$ cat src/rtl/matrix_load_sched_if.sv
// ---------------------------------------------------------------------------
// matrix_load_sched_if
// Bundles the command, word-stream, bank-loader and compute handshakes of
// matrix_load_sched.
//   master : the surrounding system. It drives cmd_valid/cmd_sel, in_data/in_valid
//            and mult_done.
//   slave  : the scheduler. It drives cmd_ready, in_ready, a_/b_opcode,
//            a_/b_data, mult_start, a_/b_loaded and busy.
// ---------------------------------------------------------------------------
interface matrix_load_sched_if #(
    parameter int WORD_W = 32
);
    logic              cmd_valid;
    logic              cmd_sel;
    logic              cmd_ready;
    logic [WORD_W-1:0] in_data;
    logic              in_valid;
    logic              in_ready;
    logic              a_opcode;
    logic              b_opcode;
    logic [WORD_W-1:0] a_data;
    logic [WORD_W-1:0] b_data;
    logic              mult_start;
    logic              mult_done;
    logic              a_loaded;
    logic              b_loaded;
    logic              busy;

    modport master (
        output cmd_valid, cmd_sel, in_data, in_valid, mult_done,
        input  cmd_ready, in_ready, a_opcode, b_opcode, a_data, b_data,
               mult_start, a_loaded, b_loaded, busy
    );

    modport slave (
        input  cmd_valid, cmd_sel, in_data, in_valid, mult_done,
        output cmd_ready, in_ready, a_opcode, b_opcode, a_data, b_data,
               mult_start, a_loaded, b_loaded, busy
    );
endinterface

$ cat src/rtl/matrix_load_sched.sv
// ---------------------------------------------------------------------------
// matrix_load_sched
// Streams WORDS-word matrices into bank A or bank B. Once both banks hold a
// complete matrix, it fires a one-cycle compute start and then waits for the
// compute to complete.
// Ports:
//   clk   : single clock. All logic runs on the rising edge.
//   reset : synchronous, active-high reset.
//   bus   : matrix_load_sched_if.slave. This carries the command handshake,
//           the word stream, the bank strobes and data, compute start/done,
//           the loaded flags and busy.
// ---------------------------------------------------------------------------
module matrix_load_sched #(
    parameter int WORD_W = 32,
    parameter int WORDS  = 4
) (
    input  logic                 clk,
    input  logic                 reset,
    matrix_load_sched_if.slave   bus
);
    localparam int CNT_W = $clog2(WORDS);

    typedef enum logic [1:0] {
        IDLE,
        LOAD,
        START,
        WAIT
    } state_e;

    state_e     state_q, state_d;
    logic [CNT_W-1:0] cnt_q, cnt_d;
    logic       sel_q, sel_d;      // 0 = bank A, 1 = bank B
    logic       a_loaded_q, a_loaded_d;
    logic       b_loaded_q, b_loaded_d;

    logic       word_hs;
    logic       last_word;

    assign word_hs   = (state_q == LOAD) && bus.in_valid;
    assign last_word = (cnt_q == CNT_W'(WORDS - 1));

    // State register
    // NOTE: sequential state is assigned with <= only, so that every register
    // samples the pre-edge values regardless of statement order.
    always_ff @(posedge clk) begin
        if (reset) begin
            state_q    <= IDLE;
            cnt_q      <= '0;
            sel_q      <= 1'b0;
            a_loaded_q <= 1'b0;
            b_loaded_q <= 1'b0;
        end else begin
            state_q    <= state_d;
            cnt_q      <= cnt_d;
            sel_q      <= sel_d;
            a_loaded_q <= a_loaded_d;
            b_loaded_q <= b_loaded_d;
        end
    end

    // Next-state logic
    // NOTE: every signal written here gets a default first, so no path leaves
    // a value unassigned and no latch is inferred.
    always_comb begin
        state_d    = state_q;
        cnt_d      = cnt_q;
        sel_d      = sel_q;
        a_loaded_d = a_loaded_q;
        b_loaded_d = b_loaded_q;
        case (state_q)
            IDLE: begin
                if (bus.cmd_valid) begin
                    sel_d   = bus.cmd_sel;
                    cnt_d   = '0;
                    state_d = LOAD;
                end
            end
            LOAD: begin
                if (word_hs) begin
                    // With a power-of-two WORDS, the counter wraps to 0 on
                    // the last word by itself.
                    cnt_d = cnt_q + 1'b1;
                    if (last_word) begin
                        if (sel_q) b_loaded_d = 1'b1;
                        else       a_loaded_d = 1'b1;
                        // Reloading a bank that is already loaded leaves its
                        // flag set. A compute starts only when both banks are
                        // complete.
                        state_d = (a_loaded_d && b_loaded_d) ? START : IDLE;
                    end
                end
            end
            START: state_d = WAIT;
            WAIT: begin
                if (bus.mult_done) begin
                    a_loaded_d = 1'b0;
                    b_loaded_d = 1'b0;
                    state_d    = IDLE;
                end
            end
            default: state_d = IDLE;
        endcase
    end

    // Output logic. The strobes and data are combinational from in_valid, so
    // each word reaches its bank in the same cycle as its handshake.
    always_comb begin
        bus.cmd_ready  = (state_q == IDLE);
        bus.in_ready   = (state_q == LOAD);
        bus.a_opcode   = word_hs && !sel_q;
        bus.b_opcode   = word_hs &&  sel_q;
        bus.a_data     = (word_hs && !sel_q) ? bus.in_data : '0;
        bus.b_data     = (word_hs &&  sel_q) ? bus.in_data : '0;
        bus.mult_start = (state_q == START);
        bus.busy       = (state_q != IDLE);
        bus.a_loaded   = a_loaded_q;
        bus.b_loaded   = b_loaded_q;
    end
endmodule

$ cat src/flat_wrapper.sv
// flat-port wrapper written by rule: the top's interface ports become plain ports
module matrix_load_sched_flat 
#(
    parameter int WORD_W = 32,
    parameter int WORDS  = 4
)
  (clk, reset, bus_cmd_valid, bus_cmd_sel, bus_in_data, bus_in_valid, bus_mult_done, bus_cmd_ready, bus_in_ready, bus_a_opcode, bus_b_opcode, bus_a_data, bus_b_data, bus_mult_start, bus_a_loaded, bus_b_loaded, bus_busy);
  matrix_load_sched_if #(.WORD_W(WORD_W)) bus_i ();
  input  logic clk;
  input  logic reset;
  input wire logic [$bits(bus_i.cmd_valid)-1:0] bus_cmd_valid;
  input wire logic [$bits(bus_i.cmd_sel)-1:0] bus_cmd_sel;
  input wire logic [$bits(bus_i.in_data)-1:0] bus_in_data;
  input wire logic [$bits(bus_i.in_valid)-1:0] bus_in_valid;
  input wire logic [$bits(bus_i.mult_done)-1:0] bus_mult_done;
  output wire logic [$bits(bus_i.cmd_ready)-1:0] bus_cmd_ready;
  output wire logic [$bits(bus_i.in_ready)-1:0] bus_in_ready;
  output wire logic [$bits(bus_i.a_opcode)-1:0] bus_a_opcode;
  output wire logic [$bits(bus_i.b_opcode)-1:0] bus_b_opcode;
  output wire logic [$bits(bus_i.a_data)-1:0] bus_a_data;
  output wire logic [$bits(bus_i.b_data)-1:0] bus_b_data;
  output wire logic [$bits(bus_i.mult_start)-1:0] bus_mult_start;
  output wire logic [$bits(bus_i.a_loaded)-1:0] bus_a_loaded;
  output wire logic [$bits(bus_i.b_loaded)-1:0] bus_b_loaded;
  output wire logic [$bits(bus_i.busy)-1:0] bus_busy;
  assign bus_i.cmd_valid = bus_cmd_valid;
  assign bus_i.cmd_sel = bus_cmd_sel;
  assign bus_i.in_data = bus_in_data;
  assign bus_i.in_valid = bus_in_valid;
  assign bus_i.mult_done = bus_mult_done;
  assign bus_cmd_ready = bus_i.cmd_ready;
  assign bus_in_ready = bus_i.in_ready;
  assign bus_a_opcode = bus_i.a_opcode;
  assign bus_b_opcode = bus_i.b_opcode;
  assign bus_a_data = bus_i.a_data;
  assign bus_b_data = bus_i.b_data;
  assign bus_mult_start = bus_i.mult_start;
  assign bus_a_loaded = bus_i.a_loaded;
  assign bus_b_loaded = bus_i.b_loaded;
  assign bus_busy = bus_i.busy;
  matrix_load_sched #(.WORD_W(WORD_W), .WORDS(WORDS)) u_core (.clk(clk), .reset(reset), .bus(bus_i));
endmodule
$ cat config.mk
export PLATFORM = sky130hd
export DESIGN_NAME = matrix_load_sched_flat
export DESIGN_NICKNAME = d
export VERILOG_FILES = /design/src/rtl/matrix_load_sched_if.sv /design/src/rtl/matrix_load_sched.sv /design/src/flat_wrapper.sv
export SDC_FILE = /design/constraint.sdc
export NUM_CORES = 1
export LEC_CHECK = 0
export BUFFER_PORTS_ARGS = -buffer_cell sky130_fd_sc_hd__buf_4
export CORE_ASPECT_RATIO = 1.75
export CORE_UTILIZATION = 28
export DETAILED_ROUTE_END_ITERATION = 8
export GPL_ROUTABILITY_DRIVEN = 1
export PLACE_DENSITY = 0.73
export SLEW_MARGIN = 0
export SYNTH_ARGS = -nofsm -noshare
export SYNTH_HDL_FRONTEND = slang
export SYNTH_SLANG_ARGS = --single-unit
$ cat constraint.sdc
create_clock -name clk -period 1.1 [get_ports clk]
set_input_delay 0.055 -clock clk [delete_from_list [all_inputs] [get_ports clk]]
set_output_delay 0.055 -clock clk [all_outputs]
set_load 0.05 [all_outputs]
==> impl_summary.md, run 1 <==
STA
The smallest setup slack after layout is -401 ps. The number of failing setup endpoints in the final timing report is a little under 80. The minimum clock period is about 1500 ps.

The final clock period utilization by the worst path is 136%. The count of final max-slew check failures came to 0. The worst hold slack across all endpoints is 23.9 ps. The final hold violation count is 0.

The maximum clock frequency is 666 MHz. Measured against its own limit, the worst slew margin works out to between 80% and 90%. Setup repair after global routing could not meet its margin everywhere. The worst setup skew after layout is 0.840 ps. The measured slew at the worst slew-check pin is 244 ps.

Synthesis
The area of the mapped netlist is roughly 850 um^2. The synthesis warning total is 0. When the netlist entered floorplanning its net count stood at 150. The area fraction in compound gates after synthesis is 9.01%. The mean post-synth cell area is about 7.6 um^2. The multiplexer area fraction after synthesis is 1.18%. Summing the areas of all and, or, nand and nor instances in the mapped netlist gives between 60 and 70% of the synthesized area. After synthesis, the largest family of logic cells by area is simple AND/OR/NAND/NOR gates. After technology mapping, the gate count stands at 111. For this run, the register share of the synthesized area comes to about 17%. Counting distinct cell types in the post-synthesis netlist gives 26.

The flip-flop and latch count after synthesis is 7. The adder and majority gate portion of the synthesized area is 1.48%. The post-synthesis xor/xnor area fraction is 0%.

Critical path
In this run the worst path has a maximum fanout of 19. On the critical path, the stage with the largest delay is an instance of sky130_fd_sc_hd__dfxtp_4. The kind of start point of the critical path is a flip-flop. The endpoint class of the critical path is an output pin.

In this design, the stage delay of the slowest critical-path cell is ~340 ps. The cell type group with the largest total delay on the critical path is simple AND/OR/NAND/NOR gates. The critical path start-end classification is flip-flop to output pin. Walking the worst path, the cells encountered are nor2b_4 > and3_4 > buf_12 > and2_4 > buf_8.

The arrival time of data at the critical path endpoint is around 1500 ps. The required time of the worst setup path is around 1000 ps. Together, buffers and inverters on the worst path number 2.

Placed design
In this run the cell area measured after placement is between 1500 and 2000 um^2. The congestion estimate from routability-driven global placement came to a little over 0.7. In this run the tool buffered the top-level ports with about 110 buffer cells.

Floorplan
The die covers around 3300 um^2. The starting density of the core is 29.3%. In this run the count of I/O pins placed on the die edge is 110.

The vertical extent of the die is 74.8 um. In this run the horizontal extent of the chip is 43.6 um. The placement row count is 26. In this run the standard cell core region covers between 2000 and 3000 um^2.

Routing
The number of nets with antenna violations after detailed routing is 0. The final wirelength is approximately 5.4 mm. Across all layers, the routed design uses 1341 vias. The number of search-and-repair iterations in the first detailed-routing pass is 6. For this run, design rule violations remaining after detail routing come to 26. The number of DRC markers after the initial detailed-route iteration is 41.

Dividing the detail-routed wire length by the instance count gives between 20 and 25 um. The detailed-route vias per instance is 5.02.

Global route
The total routing resource utilization after global routing is 30.9%. The first global-routing pass estimated 7.31 mm of wire. The maximum number of pins on one net before global-route repair is 20. The initial antenna violation count is 0. The number of global-route vias before repair is 1399. The sum of overflow across all layers after global routing is 0.

Clocking
CTS built an H-tree with a depth of 1. The clock transition at the registers of the reported paths is 40 ps. The CTS tree is yes. The deepest clock path buffer count is 2. Clock tree synthesis selected as its root buffer the cell sky130_fd_sc_hd__clkbuf_8.

The clock network latency to the later pin of the worst-skew pair is 240 ps. The number of clock buffers added by TritonCTS is 3. CTS saw 7 sinks. The number of buffers inserted by hold repair at cts is 0.

Power and ir drop
IR analysis of the VDD net gives a maximum drop of 1.01 mV. For this design the static power due to leakage is between 1 and 1.5 nW. In this run the power density over the cells is around 570 nW/um^2.

Layout
The library cell used most frequently in the layout, excluding fill and tap cells, is sky130_fd_sc_hd__buf_4. The number of antenna repair diodes is 0. Once layout is done, the placed cells without fillers occupy roughly 2500 um^2. The post-route netlist has 88.7% of its cells at a drive strength greater than 1. The multi-input logic area is 856 um^2. The sequential standard cell area is 149 um^2.

The final net count is approximately 280. The area growth from synthesis to layout is 199%. The final-layout fill cell count is 132.

The top cell types in the final layout, fill and taps aside, are sky130_fd_sc_hd__buf_4 (61), sky130_fd_sc_hd__and2_4 (59), sky130_fd_sc_hd__buf_8 (58).

Job
The number of max-cap violations is 0.

Run status
The flow ran to the end, but the final reports show violations. The final reports fail on design-rule violations, negative setup slack.

Hold path
The class of the most critical hold timing path is input port to flip-flop.
[logic make-up after synthesis]
group | after synthesis
flops | 7
buf+inv | 9
fa+ha+maj | 1
compound gates | 11
mux | 1
simple gates | 82
[worst paths after layout]
| path | startpoint | to | slack, ps | depth (start not counted) |
|---|---|---|---|---|
| setup / recovery | flip-flop | bus_a_data[16] | -400 | 5 |
| hold / removal | reset | u_core.sel_q | 20 | 2 |
| setup reg to reg | flip-flop | flip-flop | -180 | 5 |
| hold reg to reg | u_core.cnt_q[0] | u_core.cnt_q[0] | 500 | 2 |
[report_power, final]
group | internal, mW | switching [mW]
clock network | 0.252 | 0.125
logic | 0.379 | 0.417
registers | 0.260 | 0.0113
[final cells by class]
cell class / count / share of cell area (%)
Tap cell: 28 / 1.38
Inverter: 2 / 0.297
Multi-Input combinational cell: 98 / 33.8
Clock buffer: 4 / 1.78
Timing Repair Buffer: 128 / 56.8
Sequential cell: 7 / 5.88
[repair_timing]
action / in CTS / in global routing
hold endpoints to repair: 0 / 0
pin swaps: 5 / 9
gates cloned: 2 / 1
gates resized for setup: 123 / 22
setup endpoints to repair: 73 / 77
buffers inserted: 5 / 7
[metal layers]
metal  GRT usage (%)  part of all wire, %
met1            31.1                   33
met5               0                    0
met3            9.59                  9.7
met4            19.1                  2.6
met2            54.1                   54
[synthesized netlist by cell type]
library cell | count | area, um^2
sky130_fd_sc_hd__mux2i_1 | 1 | 10.0
sky130_fd_sc_hd__o21bai_1 | 1 | 7.51
sky130_fd_sc_hd__and2b_1 | 2 | 15.0
sky130_fd_sc_hd__nor2b_2 | 1 | 8.76
sky130_fd_sc_hd__nand3b_1 | 1 | 7.51
sky130_fd_sc_hd__nand2_1 | 3 | 11.3
sky130_fd_sc_hd__dfxtp_1 | 7 | 140
sky130_fd_sc_hd__o21ai_0 | 1 | 5.00
sky130_fd_sc_hd__buf_6 | 6 | 67.6
sky130_fd_sc_hd__o211a_1 | 1 | 10.0
sky130_fd_sc_hd__nand4b_1 | 1 | 8.76
sky130_fd_sc_hd__and2_4 | 6 | 52.6
sky130_fd_sc_hd__a21o_1 | 1 | 7.51
sky130_fd_sc_hd__inv_1 | 2 | 7.51
sky130_fd_sc_hd__nor2b_1 | 1 | 6.26
sky130_fd_sc_hd__and3_4 | 2 | 22.5
sky130_fd_sc_hd__and2_1 | 58 | 363
sky130_fd_sc_hd__buf_2 | 1 | 5.00
sky130_fd_sc_hd__a31oi_1 | 2 | 12.5
sky130_fd_sc_hd__nor3b_1 | 1 | 7.51
sky130_fd_sc_hd__nand3_1 | 2 | 10.0
sky130_fd_sc_hd__o21a_1 | 2 | 15.0
sky130_fd_sc_hd__a21oi_1 | 2 | 10.0
sky130_fd_sc_hd__ha_1 | 1 | 12.5
sky130_fd_sc_hd__nor2_1 | 4 | 15.0
sky130_fd_sc_hd__a2bb2oi_1 | 1 | 8.76
[per-stage QoR]
stage	power (mW)	std cells	utilization (%)	TNS [ps]	setup WS, ps
2_1_floorplan	0.649	111	-	-1760	-380
3_3_place_gp	0.883	250	64.3	-7680	-176
3_5_place_dp	0.894	250	64.3	-9590	-219
4_1_cts	1.39	261	83.1	-22950	-370
5_1_grt	1.49	267	87.4	-28530	-450
6_report	1.44	267	87.4	-25450	-401
Power figures use the tool's default switching activity.
==> inputs of run 2 (changes only) <==
Settings changed: TNS_END_PERCENT set to 1.
==> run 2 against run 1 <==
- core utilization decreased by 4.9 points
- global-route usage decreased by 5.1 points
- critical path type unchanged
- the flow still finishes with violations (design-rule violations, negative setup slack)
- register-to-register slack improved by 130 ps
- critical path depth unchanged
- wire length decreased by 7.3%
- largest power group unchanged
- final area decreased by 5.6%
- die area unchanged
- sequential power increased by 3%
- flip-flop and latch count unchanged
- power decreased by 4.2%
==> impl_summary.md, run 2 (synthesis results as in run 1) <==
Run status
Outcome: finished, violations left (unchanged). Failing checks: design-rule violations, negative setup slack (unchanged).

Routing
The final wirelength is 4.98 mm (was 5.37 mm). The number of DRC markers after the initial detailed-route iteration is 36 (was 41). The number of search-and-repair iterations in the first detailed-routing pass came to 6 (unchanged). The final routed DRC violation total came to 18 (was 26).

The detailed-route vias per instance is 5.14 (was 5.02). The total via count in the routed design is 1353 (was 1341). The number of nets with antenna violations after detailed routing was 0 (unchanged). The detail-routed net length per standard cell is 18.9 um (was 20.1 um).

Critical path
The worst-case register-to-register setup slack is -50 ps (was -180 ps). The critical path start-end classification is flip-flop to output pin (unchanged). The maximum net fanout on the critical path is 8 (was 19). The count of buffering cells on the critical path with inverters included is 2 (unchanged). The cell type group with the largest total delay on the critical path is simple AND/OR/NAND/NOR gates (unchanged). The required time of the worst setup path is 1040 ps (about the same). The kind of start point of the critical path is a flip-flop (unchanged). The depth of the most critical reg-to-reg path was 4 (was 5). Critical path cell sequence: nor2b_4 > buf_4 > and3_4 > and2_1 > buf_6 (was nor2b_4 > and3_4 > buf_12 > and2_4 > buf_8). The delay contributed by the slowest stage of the critical path is 330 ps (was 340 ps). The arrival time of data at the critical path endpoint came to 1440 ps (was 1450 ps). The worst-path cell with the longest stage delay is sky130_fd_sc_hd__dfxtp_2 (was sky130_fd_sc_hd__dfxtp_4). The worst register-to-register path begins at u_core.state_q[0]. The endpoint class of the critical path is an output pin (unchanged).

Layout
The final-layout fill cell count is 146 (was 132). The most frequent standard cell in the layout excluding fill and tap cells is sky130_fd_sc_hd__buf_4 (unchanged). The number of antenna repair diodes is 0 (unchanged). The fraction of final layout cells with drive strength greater than 1 is 78.7% (was 88.7%). The final net count is 275 (was 279).

Commonest cells after routing, fill and taps aside: sky130_fd_sc_hd__buf_4 (49), sky130_fd_sc_hd__buf_8 (43), sky130_fd_sc_hd__and2_4 (42) (was sky130_fd_sc_hd__buf_4 (61), sky130_fd_sc_hd__and2_4 (59), sky130_fd_sc_hd__buf_8 (58)). The multi-input logic area is 837 um^2 (was 856 um^2). The area growth from synthesis to layout is 182% (was 199%). The sequential standard cell area came to 146 um^2 (was 149 um^2).

STA
RSZ-0062 raised after global routing: true (unchanged). The smallest setup slack after layout came to -391 ps (was -401 ps). The final hold violation count is 0 (unchanged). The final clock period utilization by the worst path is 136% (about the same). The measured slew at the worst slew-check pin came to 221 ps (was 244 ps). The minimum clock period is 1490 ps (was 1500 ps). The headroom to the max-slew limit is 85.2% (was 83.7%). The worst setup skew after layout was 5.86 ps (was 0.840 ps). The number of failing setup endpoints in the final timing report is 73 (was 77).

The count of final max-slew check failures is 0 (unchanged). The maximum clock frequency is 670 MHz (was 666 MHz).

Floorplan
The placeable core region was 2900 um^2 (unchanged). The starting density of the core is 29.3% (unchanged). The area of the die came to 3260 um^2 (unchanged). The placement row count is 26 (unchanged). The number of top-level pins is 110 (unchanged).

The vertical extent of the die is 74.8 um (unchanged). The overall die width is 43.6 um (unchanged).

Clocking
The CTS tree is yes (unchanged). The clock network latency to the later pin of the worst-skew pair is 230 ps (was 240 ps). The clock tree root buffer cell is sky130_fd_sc_hd__clkbuf_8 (unchanged).

The number of clock sinks is 7 (unchanged). The number of H-tree levels is 1 (unchanged). The deepest clock path buffer count came to 2 (unchanged). The clock transition at the registers of the reported paths is 40 ps (about the same).

The CTS buffer count is 3 (unchanged). The number of buffers inserted by hold repair at cts came to 0 (unchanged).

Placed design
The last weighted congestion value of the routability-driven placer is 0.740 (was 0.725). The wire-length estimate of the detail-placed layout is ~2.6 mm. The quantity of I/O buffers inserted on ports was 109 (unchanged). The worst setup timing slack at the placement stage is -169 ps (was -219 ps).

Global route
The total routing resource utilization after global routing was 25.8% (was 30.9%). The maximum number of pins on one net before global-route repair came to 11 (was 20). The sum of overflow across all layers after global routing is 0 (unchanged). The first-pass GRT wire length is 6.26 mm (was 7.31 mm).

The initial antenna violation count is 0 (unchanged). The number of global-route vias before repair came to 1309 (was 1399).

Hold path
The worst-case hold path end point is u_core.sel_q (unchanged). The class of the most critical hold timing path is input port to flip-flop (unchanged). The number of cells on the worst hold path is 2 (unchanged). The launch instance of the worst min-delay path is reset (unchanged).

Power and ir drop
The leakage power was 1.18 nW (was 1.26 nW). The worst IR drop on VDD came to 1.14 mV (was 1.01 mV). The power density over cell area is 579 nW/um^2 (was 570 nW/um^2). The overall power came to 1.38 mW (was 1.44 mW).

Job
The number of max-cap violations is 0 (unchanged).
## run 2: changes by cell type in the layout (fill, tap and decap cells not counted), moves of 5 or more
cell	delta
sky130_fd_sc_hd__buf_6	+19
sky130_fd_sc_hd__buf_4	-12
sky130_fd_sc_hd__and2_4	-17
sky130_fd_sc_hd__and2_1	+22
sky130_fd_sc_hd__and2_2	-5
sky130_fd_sc_hd__buf_8	-15
sky130_fd_sc_hd__and3_4	+6
## run 2: final cells by class
cell class / instances / area share, %
tap: 28 / 1.47
timing repair buffer: 119 / 55.2
clock buffer: 4 / 1.89
sequential: 7 / 6.13
multi-input combinational: 103 / 35.0
inverter: 2 / 0.314
## run 2: how the worst max path moves through the flow
stage                       from                end  slack, ps  depth (start not counted)
4_1_cts                flip-flop     bus_a_data[10]       -310                          5
5_1_grt                flip-flop     bus_a_data[30]       -400                          5
2_1_floorplan  u_core.state_q[0]  u_core.state_q[0]       -380                          4
6_report               flip-flop     bus_a_data[18]       -390                          5
3_5_place_dp           flip-flop     bus_b_data[12]       -170                          4
3_3_place_gp           flip-flop     bus_a_data[22]       -130                          4
## run 2: stage by stage
step                      utilization (%)  instance area [um^2]  TNS (ps)  hold slack, ps  std cells
final                                82.5                  2390    -21960            27.9        263
after global routing                 82.5                  2390    -24100            24.5        263
after CTS                            75.0                  2170    -19480            17.0        262
after detailed placement             58.0                  1680     -9740             260        247
after global placement               58.0                  1680     -6790             259        247
after floorplan                         -                   855    -15960             124        111
## run 2: per-layer routing
metal  share of wire (%)  vias to the layer above  wire, um  global-route usage, %
met1                  32                      653      1590                   24.5
met4                 1.6                        0        78                   15.3
met2                  60                       76      2990                   49.6
met3                 6.4                        6       319                   4.80
li1                    -                      618         -                      -
met5                   0                        -         0                      0
## run 2: timing repair
action | CTS | global route
buffers inserted | 4 | 0
resized for setup | 103 | 67
gates cloned | 7 | 1
setup endpoints to repair | 70 | 77
pin swaps | 6 | 15
## run 2: power by group
| group | leakage [nW] | total (mW) | switching (mW) | internal [mW] |
|---|---|---|---|---|
| Combinational | 1.10 | 0.735 | 0.400 | 0.335 |
| Sequential | 0.0584 | 0.279 | 0.0168 | 0.262 |
| Clock | 0.0228 | 0.369 | 0.118 | 0.251 |
## run 2: worst reg2reg max path: stages, from the launching register on
cell                        delay, ps
sky130_fd_sc_hd__dfxtp_4          420
sky130_fd_sc_hd__buf_8            160
sky130_fd_sc_hd__nand4b_1         200
sky130_fd_sc_hd__a2bb2oi_1        190
sky130_fd_sc_hd__nor2_1           100
==> inputs of run 3 (changes only) <==
--- a/config.mk
+++ b/config.mk
@@ -11,4 +11,5 @@
 export DETAILED_ROUTE_END_ITERATION = 8
 export GPL_ROUTABILITY_DRIVEN = 1
+export HOLD_SLACK_MARGIN = 0.03
 export PLACE_DENSITY = 0.73
 export SLEW_MARGIN = 0
==> constraint.sdc (replaced) <==
create_clock -name clk -period 1.1 [get_ports clk]
set_input_delay 0.055 -clock clk [delete_from_list [all_inputs] [get_ports clk]]
set_output_delay 0.055 -clock clk [all_outputs]
set_load 0.1 [all_outputs]
==> run 3 against run 2 <==
- the run now fails in clock tree synthesis
- synthesized cell count stayed put
- area after synthesis stayed put
==> impl_summary.md, run 3 <==
Run status
Outcome: stopped before the end (was finished, violations left). The stage at which the flow ended is clock tree synthesis. The first error in the log reads "[ERROR DPL-0033] detailed placement checks failed during check placement".

Placed design
The area after detailed placement is 1680 um^2 (unchanged). The last weighted congestion value of the routability-driven placer is 0.744 (was 0.740). The half-perimeter wire length after detailed placement was 2.60 mm (was 2.56 mm). The quantity of I/O buffers inserted on ports is 109 (unchanged).

Clocking
The number of H-tree levels is 1 (unchanged). The number of clock sinks is 7 (unchanged). The deepest clock path buffer count came to 2 (unchanged). The CTS buffer count was 3 (unchanged).

The number of gates given a new drive strength after cts is 241 (was 103). The clock tree root buffer cell is sky130_fd_sc_hd__clkbuf_8 (unchanged). The number of buffers inserted by hold repair at cts is 1 (was 0). The number of buffers added for setup after CTS is 0 (was 4).

Synthesis
The flip-flop cell with the highest count after synthesis was sky130_fd_sc_hd__dfxtp_1 (unchanged). The area of the mapped netlist was 847 um^2 (unchanged). The synthesis warning total is 0 (unchanged). The post-synthesis instance total is 111 (unchanged). The number of enable-type register cells in the synthesized netlist is 0 (unchanged). The post-synthesis cell type with the largest combined area is sky130_fd_sc_hd__and2_1 (unchanged). Largest cells by area after synthesis: sky130_fd_sc_hd__and2_1 (43%), sky130_fd_sc_hd__dfxtp_1 (17%), sky130_fd_sc_hd__buf_6 (8.0%) (unchanged). The most common cell in the netlist was sky130_fd_sc_hd__and2_1 (unchanged).

The mean post-synth cell area was 7.63 um^2 (unchanged). The flip-flop and latch count after synthesis is 7 (unchanged). The share of the synthesized area in the top cell type was 42.8% (unchanged). The count of unique library cells instantiated by Yosys is 26 (unchanged). The total nets after synthesis came to 150 (unchanged).

The register area share after synthesis is 16.5% (unchanged). Top cell types by occurrence after synthesis: sky130_fd_sc_hd__and2_1 (58), sky130_fd_sc_hd__dfxtp_1 (7), sky130_fd_sc_hd__and2_4 (6), sky130_fd_sc_hd__buf_6 (6), sky130_fd_sc_hd__nor2_1 (4) (unchanged). The fraction of registers with async set or reset after synthesis is 0% (unchanged).

Floorplan
The placement row count is 26 (unchanged). The number of top-level pins is 110 (unchanged). The vertical extent of the die is 74.8 um (unchanged). The overall die width came to 43.6 um (unchanged). The starting density of the core is 29.3% (unchanged).
-- run 3: cells by family after synthesis --
logic type | after synthesis | share of synthesized area, %
AOI/OAI and AO/OA | 11 | 9.01
adders and majority gates | 1 | 1.48
buffers and inverters | 9 | 9.45
DFF | 7 | 16.5
muxes | 1 | 1.18
and+or+nand+nor | 82 | 62.3
-- run 3: through the flow --
step	cells	setup slack, ps	TNS (ps)
floorplan	111	-965	-39850
global placement	247	-226	-13060
detailed placement	247	-281	-15860
==> inputs of run 4 (changes only) <==
Settings changed: CORE_AREA set to 2 2 63 65, CORE_ASPECT_RATIO 1.75 to unset, CORE_UTILIZATION 28 to unset, DIE_AREA set to 0 0 65 67, HOLD_SLACK_MARGIN 0.03 to unset, PLACE_DENSITY 0.73 to unset, PLACE_DENSITY_LB_ADDON set to 0.15.
Clock period 1.1 ns to 1.4 ns, I/O delays scaled along.
==> run 4 against run 3 <==
- the flow now finishes, with violations (negative setup slack)
==> impl_summary.md, run 4 (synthesis results as in run 1) <==
Global route
The total routing resource utilization after global routing is 26.1%. For this run, global-route usage on met2 was measured as 49.5%. After global routing, the most crowded layer is met2. The initial antenna violation count is 0.

The number of global-route vias before repair is roughly 1400. Entering global routing, the biggest net connects 11 pins. Global routing used 7.09% of the available met3 tracks. The total overflow left after global routing is 0. The fraction of met1 tracks used by global routing is 28.2%. The first global-routing pass estimated roughly 8.5 mm of wire.

STA
The count of final max-slew check failures is 0. For the final database, setup skew stands at 2.45 ps. At the pin with the least slew margin, the transition time is 316 ps. The number of failing setup endpoints in the final timing report is 64. The minimum clock period is 1510 ps.

Setup repair after global routing could not meet its margin everywhere. Setup slack on the critical path of the routed design comes to -111 ps. The final hold violation count was 0. The headroom to the max-slew limit is 78.8%. After layout, the worst path uses 108% of the clock period. Timing would allow up to 662 MHz. The worst hold slack across all endpoints is 33.0 ps.

Routing
The final layout contains routed wiring with a total length of ~5.7 mm. After detailed routing, the average wire length per cell comes to 20.6 um. In this run, the number of DRC markers left after iteration 0 of detailed routing was 42.

The number of search-and-repair iterations in the first detailed-routing pass is 4. The final routed DRC violation total is 0. The total via count in the routed design is 1314. The number of nets with antenna violations after detailed routing is 0. In the routed layout, each cell is associated on average with a via count of 4.74.

Clocking
The clock tree root buffer cell is sky130_fd_sc_hd__clkbuf_8 (unchanged). The clock transition at the registers of the reported paths is 40 ps. The CTS buffer count is 3 (unchanged). The number of clock sinks is 7 (unchanged). The number of H-tree levels is 1 (unchanged). The CTS tree is yes.

The number of buffers added for setup after CTS is 0 (unchanged). The deepest clock path buffer count is 2 (unchanged). The clock network latency to the later pin of the worst-skew pair is 230 ps.

Critical path
The critical path start-end classification is flip-flop to output pin. Data on the critical path is required at its endpoint by 1330 ps. The worst setup path is launched from a flip-flop.

The critical path goes through nor2b_4 > and3_2 > and2_1 > buf_12. The endpoint class of the critical path is an output pin. The arrival time of data at the critical path endpoint is 1440 ps. The slowest stage of the critical path belongs to the cell sky130_fd_sc_hd__dfxtp_2. Of all nets on the critical path, the largest fanout is 7. The largest single stage delay on the critical path is 350 ps. The startpoint of the most critical register-to-register path is u_core.state_q[0]. The depth of the most critical reg-to-reg path is 4.

Placed design
The quantity of I/O buffers inserted on ports is 109 (unchanged). The worst setup timing slack at the placement stage was 13.9 ps (was -281 ps). The last weighted congestion value of the routability-driven placer is 0.705 (was 0.744). The cell count after placement is 264 (was 247).

The area after detailed placement came to 1680 um^2 (about the same). The half-perimeter wire length after detailed placement was 2.71 mm (was 2.60 mm).

Layout
The number of antenna repair diodes is 0. The top cell types in the final layout, fill and taps aside, are sky130_fd_sc_hd__buf_12 (64), sky130_fd_sc_hd__and2_4 (58), sky130_fd_sc_hd__buf_4 (46). In the final layout, the share of cells above drive strength 1 is 83.0%. The finished cells cover about 2800 um^2. The non-filler instance count after layout is 277. The most frequent standard cell in the layout excluding fill and tap cells is sky130_fd_sc_hd__buf_12.

The area growth from synthesis to layout is 227%. The final-layout fill cell count is 200. The final net count is 269.

Floorplan
The overall die width came to 65 um (was 43.6 um). The placement row count came to 22 (was 26). The core region is 3610 um^2. The area of the die is 4360 um^2.

The number of top-level pins is 110 (unchanged). The vertical extent of the die was 67 um (was 74.8 um). The starting density of the core came to 23.5% (was 29.3%).

Hold path
The launch instance of the worst min-delay path is reset. The min-delay analysis places its worst path in the category input port to flip-flop. Counting instances, the worst hold path has a depth of 2.

Job
The tool flagged a number of max-cap violations equal to 0.

Run status
The checks that failed: negative setup slack. Outcome: finished, violations left (was stopped before the end).

Power and ir drop
Dividing total power by cell area gives a power density of 482 nW/um^2. The leakage power is around 1.3 nW. The overall power is ~1.3 mW. The worst-case IR drop observed on VDD is between 0.4 and 0.5 mV.
run 4: area by class of cell:
class / count / area, um^2 / area share, %
clock buffers: 4 / 45.0 / 1.63
inverters: 2 / 7.51 / 0.271
repair buffers: 112 / 1650 / 59.5
multi-input cells: 104 / 866 / 31.2
well taps: 48 / 60.1 / 2.17
flip-flops and latches: 7 / 144 / 5.19
run 4: final timing paths:
path,endpoint,slack [ps]
worst max-delay path,bus_b_data[15],-110
worst max register to register,u_core.bus.a_loaded,250
worst min-delay path,flip-flop,30
worst min register to register,u_core.cnt_q[1],490
run 4: layer usage:
layer | wire, um | part of all wire [%] | up-vias
met5 | 0 | 0 | -
li1 | - | - | 607
met3 | 450 | 7.9 | 8
met2 | 3010 | 53 | 66
met4 | 89 | 1.6 | 0
met1 | 2160 | 38 | 633
run 4: through the flow:
step | setup TNS [ps] | util [%]
finish | -4250 | 76.9
global route | -6880 | 76.9
CTS | -3270 | 75.7
detailed placement | 0 | 46.7
global placement | 0 | 46.7
floorplan | -20340 | -
run 4: power by group:
group / switching [mW] / internal, mW / total, mW
Sequential: 0.0131 / 0.207 / 0.220
Combinational: 0.512 / 0.315 / 0.827
Clock: 0.0930 / 0.197 / 0.290
Total: 0.618 / 0.719 / 1.34
run 4: repair_timing:
| item | 4_1_cts | 5_1_grt |
|---|---|---|
| gates resized for setup | 249 | 9 |
| hold buffers | 0 | 0 |
| endpoints found under the hold margin | 0 | 0 |
| setup endpoints to repair | 66 | 66 |
| pin swaps | 6 | 16 |
| gates cloned | 7 | 2 |
run 4: critical path: cells and delay by family (launching register included):
kind / cells / cell delay [ps]
AND/OR/NAND/NOR: 3 / 680
flip-flops: 1 / 350
buffers and inverters: 1 / 180
